==> src/rtl/dat_mem_arbiter.sv <==
// Round-robin arbiter that shares a single-port data memory among NREQ requesters.
// One access per cycle. A locking owner may hold the port for a bounded burst. Read data is registered back to the winner.
module dat_mem_arbiter #(
  parameter int NREQ      = 2,
  parameter int AW        = 8,
  parameter int DW        = 8,
  parameter int MAX_BURST = 4
) (
  input  logic              clk,
  input  logic              reset,
  input  logic [NREQ-1:0]    req,
  input  logic [NREQ-1:0]    we,
  input  logic [NREQ*AW-1:0] addr,
  input  logic [NREQ*DW-1:0] wdata,
  input  logic [NREQ-1:0]    lock,
  output logic [NREQ-1:0]    gnt,
  output logic [NREQ-1:0]    rvalid,
  output logic [DW-1:0]      rdata,
  output logic               mem_wr_en,
  output logic [AW-1:0]      mem_addr,
  output logic [DW-1:0]      mem_dat_in,
  input  logic [DW-1:0]      mem_dat_out
);

  localparam int IW = (NREQ > 1) ? $clog2(NREQ) : 1;
  localparam int CW = $clog2(MAX_BURST + 1);
  localparam logic [CW-1:0] CNT_MAX  = CW'(MAX_BURST);
  localparam logic [IW-1:0] LAST_RST = IW'(NREQ - 1);

  logic [IW-1:0]   last_q, last_d;
  logic            locked_q, locked_d;
  logic [CW-1:0]   cnt_q, cnt_d;
  logic [NREQ-1:0] rvalid_q, rvalid_d;
  logic [DW-1:0]   rdata_q, rdata_d;

  logic            grant;
  logic [IW-1:0]   win;

  // A locked owner keeps the port until its burst budget runs out. After that the search rotates from last+1.
  // NOTE: every signal assigned in always_comb gets a default first, so no latch is inferred.
  always_comb begin
    int idx;
    grant = 1'b0;
    win   = last_q;
    idx   = 0;
    if (locked_q && req[last_q] && (cnt_q < CNT_MAX)) begin
      grant = 1'b1;
    end else begin
      for (int k = 1; k <= NREQ; k++) begin
        idx = (int'(last_q) + k) % NREQ;
        if (!grant && req[IW'(idx)]) begin
          grant = 1'b1;
          win   = IW'(idx);
        end
      end
    end
    // Reset gates the grant at once, so a write in flight cannot commit at the reset edge.
    if (reset) grant = 1'b0;
  end

  always_comb begin
    gnt        = '0;
    mem_wr_en  = 1'b0;
    mem_addr   = '0;
    mem_dat_in = '0;
    if (grant) begin
      gnt[win]   = 1'b1;
      mem_wr_en  = we[win];
      mem_addr   = addr[int'(win)*AW +: AW];
      mem_dat_in = wdata[int'(win)*DW +: DW];
    end
  end

  always_comb begin
    last_d   = last_q;
    locked_d = 1'b0;
    cnt_d    = '0;
    rvalid_d = '0;
    rdata_d  = rdata_q;
    if (grant) begin
      last_d   = win;
      locked_d = lock[win];
      if (win == last_q) cnt_d = (cnt_q == CNT_MAX) ? cnt_q : cnt_q + 1'b1;
      else               cnt_d = CW'(1);
      if (!we[win]) begin
        rvalid_d[win] = 1'b1;
        rdata_d       = mem_dat_out;
      end
    end
  end

  // NOTE: sequential state uses non-blocking assignments only, so every register samples the pre-edge values.
  always_ff @(posedge clk or posedge reset) begin
    if (reset) begin
      last_q   <= LAST_RST;
      locked_q <= 1'b0;
      cnt_q    <= '0;
      rvalid_q <= '0;
      rdata_q  <= '0;
    end else begin
      last_q   <= last_d;
      locked_q <= locked_d;
      cnt_q    <= cnt_d;
      rvalid_q <= rvalid_d;
      rdata_q  <= rdata_d;
    end
  end

  assign rvalid = rvalid_q;
  assign rdata  = rdata_q;

endmodule

==> config.mk <==
export PLATFORM = sky130hd
export DESIGN_NAME = dat_mem_arbiter
export DESIGN_NICKNAME = d
export VERILOG_FILES = /design/src/rtl/dat_mem_arbiter.sv
export SDC_FILE = /design/constraint.sdc
export NUM_CORES = 1
export LEC_CHECK = 0
export CORE_MARGIN = 2
export CORE_UTILIZATION = 34
export CTS_CLUSTER_SIZE = 16
export DETAILED_ROUTE_END_ITERATION = 16
export GPL_TIMING_DRIVEN = 0
export PLACE_DENSITY = 0.83
export SLEW_MARGIN = 5
export SYNTH_ARGS = -nofsm -noshare
export SYNTH_HDL_FRONTEND = slang
export SYNTH_SLANG_ARGS = --single-unit
==> constraint.sdc <==
create_clock -name clk -period 4.7 [get_ports clk]
set_input_delay 0.94 -clock clk [delete_from_list [all_inputs] [get_ports clk]]
set_output_delay 0.94 -clock clk [all_outputs]
set_load 0.02 [all_outputs]
==> results of run 1 <==
## path summary, 6_finish.rpt
kind                       slack [ps]              endpoint                 start  cells past startpoint
setup / recovery                  580           mem_addr[1]                 reset                      7
hold / removal                    510  rdata[3]$_DFFE_PP0P_  rdata[3]$_DFFE_PP0P_                      1
setup reg to reg                 2940  rdata[0]$_DFFE_PP0P_    last_q$_DFFE_PP1P_                      4
hold reg to reg                   510  rdata[3]$_DFFE_PP0P_  rdata[3]$_DFFE_PP0P_                      1
max in group asynchronous        3170    last_q$_DFFE_PP1P_                 reset                      2
min in group asynchronous        1150   rvalid[0]$_DFF_PP0_                 reset                      2
## power breakdown
group,leakage (nW),internal (W),switching [W]
Combinational,0.569,0.000195,0.000142
Clock,0.0177,0.0000315,0.0000430
Sequential,0.186,0.000168,0.0000235
## metrics by stage
stage	worst slack (ps)	util (%)
after floorplan	1730	-
after global placement	587	68.4
after detailed placement	533	68.4
after CTS	532	69.5
after global routing	345	69.5
final	585	69.5
## routing by layer
metal | vias to the layer above | share of wire, %
li1 | 445 | -
met5 | - | 0
met2 | 49 | 49
met4 | 0 | 0.68
met1 | 435 | 38
met3 | 2 | 13
## area by class of cell
| class | instances | area [um^2] | share of cell area, % |
|---|---|---|---|
| clock buffer | 3 | 22.5 | 1.28 |
| multi-input combinational | 52 | 495 | 28.3 |
| buffer | 4 | 32.5 | 1.86 |
| timing repair buffer | 76 | 761 | 43.4 |
| sequential | 15 | 377 | 21.5 |
| tap | 30 | 37.5 | 2.14 |
| clock inverter | 1 | 5.00 | 0.286 |
| inverter | 6 | 22.5 | 1.28 |
## synth_stat cells
| cell type | number |
|---|---|
| and2b_4 | 1 |
| mux2i_1 | 1 |
| ha_1 | 2 |
| o21ai_0 | 2 |
| and2_4 | 1 |
| buf_6 | 2 |
| a22o_1 | 18 |
| a22oi_4 | 1 |
| and2_1 | 2 |
| nor2_1 | 2 |
| dfrtp_1 | 14 |
| a21oi_1 | 2 |
| o21bai_2 | 1 |
| a2111oi_0 | 2 |
| a211oi_4 | 1 |
| or3_1 | 1 |
| nand2b_1 | 3 |
| inv_1 | 6 |
| o21a_1 | 1 |
| nand2_1 | 2 |
| and4b_4 | 1 |
| dfstp_2 | 1 |
| buf_2 | 2 |
| mux2_4 | 8 |
## worst max-delay path, delay by kind of cell
family | cells | cell delay (ps)
buf+inv | 5 | 1840
simple gates | 1 | 250
compound gates | 1 | 130
## cell families after synthesis
group / Yosys count
buf+inv: 10
simple gates: 13
compound gates: 28
mux: 9
flops: 15
fa+ha+maj: 2
## sequential cells by signal, summed over array words and instances, names as in the netlist
name,count
rdata,8
cnt_q,3
rvalid,2
last_q,1
locked_q,1
==> flow_metrics.env, run 1 <==
export IMPL_h_tree_depth=1
export IMPL_min_period_ps=4120
export IMPL_grt_use_total_pct=18.4
export IMPL_power_density_nw_per_um2=344
export IMPL_clk_latency_ps=280
export IMPL_max_slew_margin_pct=61.9
export IMPL_cts_buffers=3
export IMPL_dr_pass1_iters=4
export IMPL_power_total_w=0.000602
export IMPL_core_um2=2520
export IMPL_hold_class="reg -> reg"
export IMPL_fin_cells=187
export IMPL_die_height_um=56.2
export IMPL_viasPerCell=4.98
export IMPL_numClockSinks=15
export IMPL_syn_num_nets=127
export IMPL_met2_usage_pct=30.8
export IMPL_path_cells="clkdlybuf4s50_1, inv_1, and2_4, buf_6, buf_6, a22o_1, clkdlybuf4s50_1"
export IMPL_rsz0062_at_grt="false"
export IMPL_setup_tns_ps=0
export IMPL_cts_hold_buffers=0
export IMPL_synthSimpleGateAreaFrac_pct=9.18
export IMPL_startpoint_type="input pin"
export IMPL_first_global_vias=1041
export IMPL_cp_data_arrival_time_ps=3180
export IMPL_num_antenna_cells=0
export IMPL_synthesis_area_um2=927
export IMPL_final_common_cell="clkdlybuf4s50_1"
export IMPL_drv_cap=0
export IMPL_syn_inst=77
export IMPL_drive_above_1_share_pct=14.6
export IMPL_synth_compound_gate_area_share_pct=27.5
export IMPL_gp_congestion=0.743
export IMPL_postLayoutCellArea_um2=1750
export IMPL_nets=208
export IMPL_met3_usage_pct=10.7
export IMPL_row_count=18
export IMPL_initial_core_util_pct=36.8
export IMPL_synth_area_leaders="dfrtp_1 38%, a22o_1 17%, mux2_4 13%"
export IMPL_antenna_left=0
export IMPL_grt_max_degree=17
export IMPL_dieArea_um2=3160
export IMPL_grt_pass1_wl_mm=4.56
export IMPL_synth_top_family_by_area="compound AO/OA/AOI/OAI gates"
export IMPL_ys_ff_latch=15
export IMPL_grt_util_met1_pct=20.6
export IMPL_cts_tree="built"
export IMPL_detail_route_drc_violations=0
export IMPL_max_freq_ghz=0.243
export IMPL_yosysTopAreaCellShare_pct=37.8
export IMPL_synth_seq_area_share_pct=40.6
export IMPL_synthToLayoutAreaGrowth_pct=89.1
export IMPL_finalCritPeriodShare_pct=87.6
export IMPL_synth_largest_area_cell="dfrtp_1"
export IMPL_grt_busiest_layer="met2"
export IMPL_grt_overflow=0
export IMPL_wire_per_inst_um=14.9
export IMPL_hold_viol=0
export IMPL_dp_cells=183
export IMPL_synthAdderAreaFrac_pct=2.70
export IMPL_root_buffer="clkbuf_4"
export IMPL_synth_xor_area_share_pct=0
export IMPL_cts_buffer_depth=2
export IMPL_critical_path_class="in -> out"
export IMPL_wirelength_mm=2.78
export IMPL_status="complete, no violations"
export IMPL_skew_ps=7.24
export IMPL_num_vias=931
export IMPL_ys_warn_count=0
export IMPL_place_area_um2=1730
export IMPL_cp_required_ps=3760
export IMPL_port_buffer_count=76
export IMPL_layout_common_cells="76 x clkdlybuf4s50_1, 18 x a22o_1, 14 x dfrtp_1, 8 x mux2_4, 6 x inv_1"
export IMPL_p_leak_nw=0.773
export IMPL_synth_mux_area_share_pct=14.0
export IMPL_hpwl_mm=2.35
export IMPL_ios=77
export IMPL_maxSlewViolCount=0
export IMPL_synth_cell_types=24
export IMPL_crit_slowest_cell="clkdlybuf4s50_1"
export IMPL_peakVddDrop_mv=0.318
export IMPL_post_cts_buffers=0
export IMPL_worstMarginPinSlew_ps=571
export IMPL_synth_avg_cell_area_um2=12.0
export IMPL_drtIter0Drc=12
export IMPL_cp_max_fo=16
export IMPL_path_clk_slew_ps=100
export IMPL_finalSetupViolCount=0
export IMPL_post_cts_resized=0
export IMPL_timing_hold_ws_ps=515
export IMPL_fill_cells=197
export IMPL_chipWidth_um=56.2
export IMPL_max_stage_delay_ps=610
export IMPL_cp_end_kind="output pin"
export IMPL_antenna_found_initial=0
No activity file was read; power rests on OpenSTA's default activity.
==> run 2: changes to the inputs <==
--- a/config.mk
+++ b/config.mk
@@ -5,7 +5,6 @@
 export SDC_FILE = /design/constraint.sdc
 export NUM_CORES = 1
 export LEC_CHECK = 0
-export CORE_MARGIN = 2
 export CORE_UTILIZATION = 34
 export CTS_CLUSTER_SIZE = 16
 export DETAILED_ROUTE_END_ITERATION = 16
==> constraint.sdc (replaced) <==
create_clock -name clk -period 5 [get_ports clk]
set_input_delay 1 -clock clk [delete_from_list [all_inputs] [get_ports clk]]
set_output_delay 1 -clock clk [all_outputs]
set_load 0.02 [all_outputs]
==> flow_metrics.env, run 2 (synthesis results as in run 1) <==
export IMPL_wire_per_inst_um=14.6
export IMPL_hpwl_mm=2.22
export IMPL_fin_ws_ps=762
export IMPL_numClockSinks=15
export IMPL_hold_viol=0
export IMPL_gp_congestion=0.850
export IMPL_h_tree_depth=1
export IMPL_grt_overflow=0
export IMPL_drt_met1_wl_mm=1.05
export IMPL_layout_common_cells="76 x clkdlybuf4s50_1, 18 x a22o_1, 14 x dfrtp_1, 8 x mux2_4, 6 x inv_1"
export IMPL_initial_core_util_pct=36.8
export IMPL_drv_cap=0
export IMPL_cts_hold_buffers=0
export IMPL_port_buffer_count=76
export IMPL_grt_max_degree=17
export IMPL_synthToLayoutAreaGrowth_pct=89.1
export IMPL_max_freq_ghz=0.236
export IMPL_cp_end_kind="output pin"
export IMPL_setup_tns_ps=0
export IMPL_post_cts_buffers=0
export IMPL_nets=208
export IMPL_wirelength_mm=2.74
export IMPL_top_layer="met4"
export IMPL_hold_class="reg -> reg"
export IMPL_ios=77
export IMPL_skew_ps=1.21
export IMPL_min_from="rdata[4]$_DFFE_PP0P_"
export IMPL_finalCritPeriodShare_pct=84.8
export IMPL_p_seq_share_pct=31.9
export IMPL_rsz0062_at_grt="false"
export IMPL_worstMarginPinSlew_ps=577
export IMPL_cp_max_fo=16
export IMPL_min_period_ps=4240
export IMPL_startpoint_type="input pin"
export IMPL_antenna_found_initial=0
export IMPL_final_common_cell="clkdlybuf4s50_1"
export IMPL_ff2ff_setup_slack_ps=3230
export IMPL_num_vias=946
export IMPL_finalSetupViolCount=0
export IMPL_drive_above_1_share_pct=14.6
export IMPL_row_count=18
export IMPL_cp_data_arrival_time_ps=3240
export IMPL_met2_wirelength_mm=1.33
export IMPL_r2r_start="last_q$_DFFE_PP1P_"
export IMPL_die_height_um=54.2
export IMPL_power_share_clock_pct=12.8
export IMPL_power_density_nw_per_um2=326
export IMPL_cts_buffers=3
export IMPL_largest_reg_flops=8
export IMPL_peakVddDrop_mv=0.291
export IMPL_rr_endpoint="rdata[3]$_DFFE_PP0P_"
export IMPL_maxSlewViolCount=0
export IMPL_path_clk_slew_ps=90
export IMPL_p_leak_nw=0.773
export IMPL_root_buffer="clkbuf_4"
export IMPL_detail_route_drc_violations=0
export IMPL_antenna_left=0
export IMPL_status="complete, no violations"
export IMPL_chipWidth_um=54.2
export IMPL_grt_use_total_pct=19.4
export IMPL_r2r_cells=4
export IMPL_p_int_w=0.000371
export IMPL_core_um2=2520
export IMPL_max_slew_margin_pct=61.5
export IMPL_first_global_vias=969
export IMPL_cts_buffer_depth=2
export IMPL_dr_wl_met3_um=318
export IMPL_pre_cts_ws_ps=692
export IMPL_holdPathStages=1
export IMPL_viasPerCell=5.06
export IMPL_critical_path_class="in -> out"
export IMPL_switchingPower_w=0.000200
export IMPL_dr_pass1_iters=4
export IMPL_power_frac_comb_pct=55.3
export IMPL_cts_tree="built"
export IMPL_post_cts_resized=0
export IMPL_hold_path_endpoint="rdata[4]$_DFFE_PP0P_"
export IMPL_num_antenna_cells=0
export IMPL_dieArea_um2=2940
export IMPL_clk_latency_ps=300
export IMPL_grt_pass1_wl_mm=4.00
export IMPL_drtIter0Drc=10
export IMPL_p_sw_share_pct=35.0
export IMPL_cp_required_ps=4000
## run 2: cell counts in the layout (fill, tap and decap cells not counted)
Identical to the previous run, type by type.
## run 2: worst max path at each step
stage | to | cells after the start | from | slack [ps]
3_3_place_gp | mem_addr[2] | 7 | reset | 740
5_1_grt | mem_dat_in[5] | 7 | reset | 560
2_1_floorplan | mem_addr[0] | 6 | req[1] | 1910
4_1_cts | mem_addr[1] | 7 | reset | 680
6_report | mem_addr[1] | 7 | reset | 760
3_5_place_dp | mem_dat_in[0] | 7 | reset | 690
## run 2: power by group through the flow
stage	clock network (W)	registers, W	logic (W)
6_report	0.0000733	0.000182	0.000316
5_1_grt	0.0000790	0.000185	0.000334
4_1_cts	0.0000736	0.000182	0.000319
3_5_place_dp	0	0.000183	0.000317
3_3_place_gp	0	0.000180	0.000312
2_1_floorplan	0	0.000219	0.000126
## run 2: critical path, cell delays in order
cell and delay [ps]:
clkdlybuf4s50_1 500, inv_1 480, and2_4 260, buf_6 130, buf_6 140, a22o_1 130
clkdlybuf4s50_1 610
## run 2: area by class of cell
class / instances / area, um^2
clock inverters: 1 / 5.00
inverters: 6 / 22.5
well taps: 30 / 37.5
repair buffers: 76 / 761
fillers: 201 / 769
flip-flops and latches: 15 / 377
multi-input cells: 52 / 495
clock buffers: 3 / 22.5
plain buffers: 4 / 32.5
## run 2: per-stage QoR
step | hold WS (ps) | std cells | instance area [um^2] | power, W | util, %
2_1_floorplan | 532 | 77 | 927 | 0.000345 | -
3_3_place_gp | 490 | 183 | 1730 | 0.000493 | 68.4
3_5_place_dp | 494 | 183 | 1730 | 0.000500 | 68.4
4_1_cts | 520 | 187 | 1750 | 0.000574 | 69.5
5_1_grt | 530 | 187 | 1750 | 0.000598 | 69.5
6_report | 519 | 187 | 1750 | 0.000571 | 69.5
## run 2: per-layer routing
metal | GRT usage, % | vias up
met5 | 0 | -
met4 | 5.13 | 0
met3 | 10.0 | 5
met2 | 31.9 | 53
met1 | 22.0 | 440
li1 | - | 448
==> run 3: changes to the inputs <==
--- a/config.mk
+++ b/config.mk
@@ -5,11 +5,11 @@
 export SDC_FILE = /design/constraint.sdc
 export NUM_CORES = 1
 export LEC_CHECK = 0
-export CORE_UTILIZATION = 34
+export CORE_UTILIZATION = 29
 export CTS_CLUSTER_SIZE = 16
 export DETAILED_ROUTE_END_ITERATION = 16
 export GPL_TIMING_DRIVEN = 0
-export PLACE_DENSITY = 0.83
+export PLACE_DENSITY = 0.75
 export SLEW_MARGIN = 5
 export SYNTH_ARGS = -nofsm -noshare
 export SYNTH_HDL_FRONTEND = slang
==> constraint.sdc (replaced) <==
create_clock -name clk -period 3.82 [get_ports clk]
set_input_delay 0.764 -clock clk [delete_from_list [all_inputs] [get_ports clk]]
set_output_delay 0.764 -clock clk [all_outputs]
set_load 0.02 [all_outputs]
==> flow_metrics.env, run 3 (synthesis results as in run 1) <==
export IMPL_initial_core_util_pct=30.4
export IMPL_grt_use_total_pct=15.7
export IMPL_cts_tree="built"
export IMPL_numClockSinks=15
export IMPL_antenna_found_initial=0
export IMPL_cts_buffers=3
export IMPL_rsz0062_at_grt="false"
export IMPL_dieArea_um2=3430
export IMPL_skew_ps=4.57
export IMPL_row_count=20
export IMPL_largest_reg_flops=8
export IMPL_maxSlewViolCount=0
export IMPL_path_clk_slew_ps=80
export IMPL_cp_max_fo=10
export IMPL_p_int_w=0.000486
export IMPL_grt_pass1_wl_mm=4.11
export IMPL_power_share_clock_pct=11.8
export IMPL_hold_class="reg -> reg"
export IMPL_worstMarginPinSlew_ps=451
export IMPL_drv_cap=0
export IMPL_hold_viol=0
export IMPL_max_freq_ghz=0.269
export IMPL_gp_congestion=0.720
export IMPL_power_frac_comb_pct=56.5
export IMPL_core_um2=3050
export IMPL_final_core_util_pct=58.4
export IMPL_num_vias=939
export IMPL_fill_cells=282
export IMPL_cp_endpoint="mem_dat_in[0]"
export IMPL_wirelength_mm=2.72
export IMPL_layout_common_cells="76 x clkdlybuf4s50_1, 18 x a22o_1, 14 x dfrtp_1, 8 x mux2_4, 5 x inv_1"
export IMPL_finalSetupViolCount=0
export IMPL_nets=209
export IMPL_cts_hold_buffers=0
export IMPL_synthToLayoutAreaGrowth_pct=92.2
export IMPL_power_density_nw_per_um2=415
export IMPL_first_global_vias=952
export IMPL_r2r_cells=4
export IMPL_p_seq_share_pct=31.8
export IMPL_drtIter0Drc=5
export IMPL_dr_pass1_iters=3
export IMPL_final_common_cell="clkdlybuf4s50_1"
export IMPL_switchingPower_w=0.000253
export IMPL_h_tree_depth=1
export IMPL_port_buffer_count=76
export IMPL_hpwl_mm=2.20
export IMPL_power_total_w=0.000739
export IMPL_peakVddDrop_mv=0.145
export IMPL_r2r_start="last_q$_DFFE_PP1P_"
export IMPL_min_period_ps=3720
export IMPL_rr_endpoint="rdata[6]$_DFFE_PP0P_"
export IMPL_status="complete, no violations"
export IMPL_cts_buffer_depth=2
export IMPL_cp_required_ps=3060
export IMPL_max_slew_margin_pct=69.9
export IMPL_cp_end_kind="output pin"
export IMPL_clk_latency_ps=280
export IMPL_drive_above_1_share_pct=15.8
export IMPL_antenna_left=0
export IMPL_grt_max_degree=16
export IMPL_critical_path_class="in -> out"
export IMPL_chipWidth_um=58.5
export IMPL_wire_per_inst_um=13.5
export IMPL_num_antenna_cells=0
export IMPL_p_leak_nw=0.772
export IMPL_detail_route_drc_violations=0
export IMPL_finalCritPeriodShare_pct=97.5
export IMPL_cp_data_arrival_time_ps=2960
export IMPL_ff2ff_setup_slack_ps=2010
export IMPL_grt_overflow=0
export IMPL_viasPerCell=4.65
export IMPL_p_sw_share_pct=34.2
export IMPL_startpoint_type="input pin"
export IMPL_crit_start="req[1]"
export IMPL_root_buffer="clkbuf_4"
export IMPL_die_height_um=58.5
export IMPL_ios=77
-- run 3: changes by cell type in the layout (fill, tap and decap cells not counted), sizes merged --
cell and delta:
clkinvlp +1, buf +1, inv -1
-- run 3: critical path, cell delays in order --
cell	delay [ps]
clkdlybuf4s50_1	530
and4b_4	290
o21bai_2	170
and2_4	180
buf_6	130
buf_6	140
a22o_1	150
clkdlybuf4s50_1	610
-- run 3: layout make-up --
| class | count | area [um^2] | area share, % |
|---|---|---|---|
| Clock buffer | 3 | 22.5 | 1.26 |
| Clock inverter | 1 | 5.00 | 0.281 |
| Tap cell | 44 | 55.1 | 3.09 |
| Timing Repair Buffer | 77 | 768 | 43.1 |
| Multi-Input combinational cell | 52 | 495 | 27.8 |
| Inverter | 6 | 26.3 | 1.47 |
| Buffer | 4 | 32.5 | 1.83 |
| Sequential cell | 15 | 377 | 21.1 |
-- run 3: worst min path at each step --
stage	to	cells after the start	slack [ps]	start
floorplan	cnt_q[1]$_DFFE_PP0P_	2	530	last_q$_DFFE_PP1P_
global placement	rdata[0]$_DFFE_PP0P_	1	490	rdata[0]$_DFFE_PP0P_
detailed placement	rdata[2]$_DFFE_PP0P_	1	500	rdata[2]$_DFFE_PP0P_
CTS	rdata[3]$_DFFE_PP0P_	1	520	rdata[3]$_DFFE_PP0P_
global route	rdata[3]$_DFFE_PP0P_	1	540	rdata[3]$_DFFE_PP0P_
finish	rdata[3]$_DFFE_PP0P_	1	510	rdata[3]$_DFFE_PP0P_
-- run 3: metrics by stage --
stage / setup WS, ps / cell area (um^2) / hold WS [ps] / std cells / setup TNS, ps
2_1_floorplan: 1200 / 927 / 532 / 77 / 0
3_3_place_gp: -39.6 / 1740 / 492 / 197 / -80.8
3_5_place_dp: -56.2 / 1740 / 498 / 197 / -292
4_1_cts: 86.7 / 1780 / 516 / 202 / 0
5_1_grt: 10.6 / 1780 / 535 / 202 / 0
6_report: 96.0 / 1780 / 513 / 202 / 0
-- run 3: power by group through the flow --
stage	Sequential [W]	Clock (W)	Combinational, W
6_report	0.000235	0.0000871	0.000417
5_1_grt	0.000240	0.0000999	0.000438
4_1_cts	0.000235	0.0000912	0.000421
3_5_place_dp	0.000238	0	0.000416
3_3_place_gp	0.000233	0	0.000411
2_1_floorplan	0.000286	0	0.000165
-- run 3: metal layers --
metal / routed length [um] / track usage (%) / vias to the layer above / part of all wire, %
met5: 0 / 0 / - / 0
met3: 272 / 4.62 / 2 / 10
met1: 1140 / 18.6 / 430 / 42
met2: 1300 / 27.8 / 59 / 48
li1: - / - / 448 / -
met4: 13 / 4.42 / 0 / 0.48
-- run 3: what timing repair did --
action / in CTS / in global routing
gates resized for setup: 1 / 0
buffers inserted: 1 / 0
setup endpoints to repair: 9 / 0
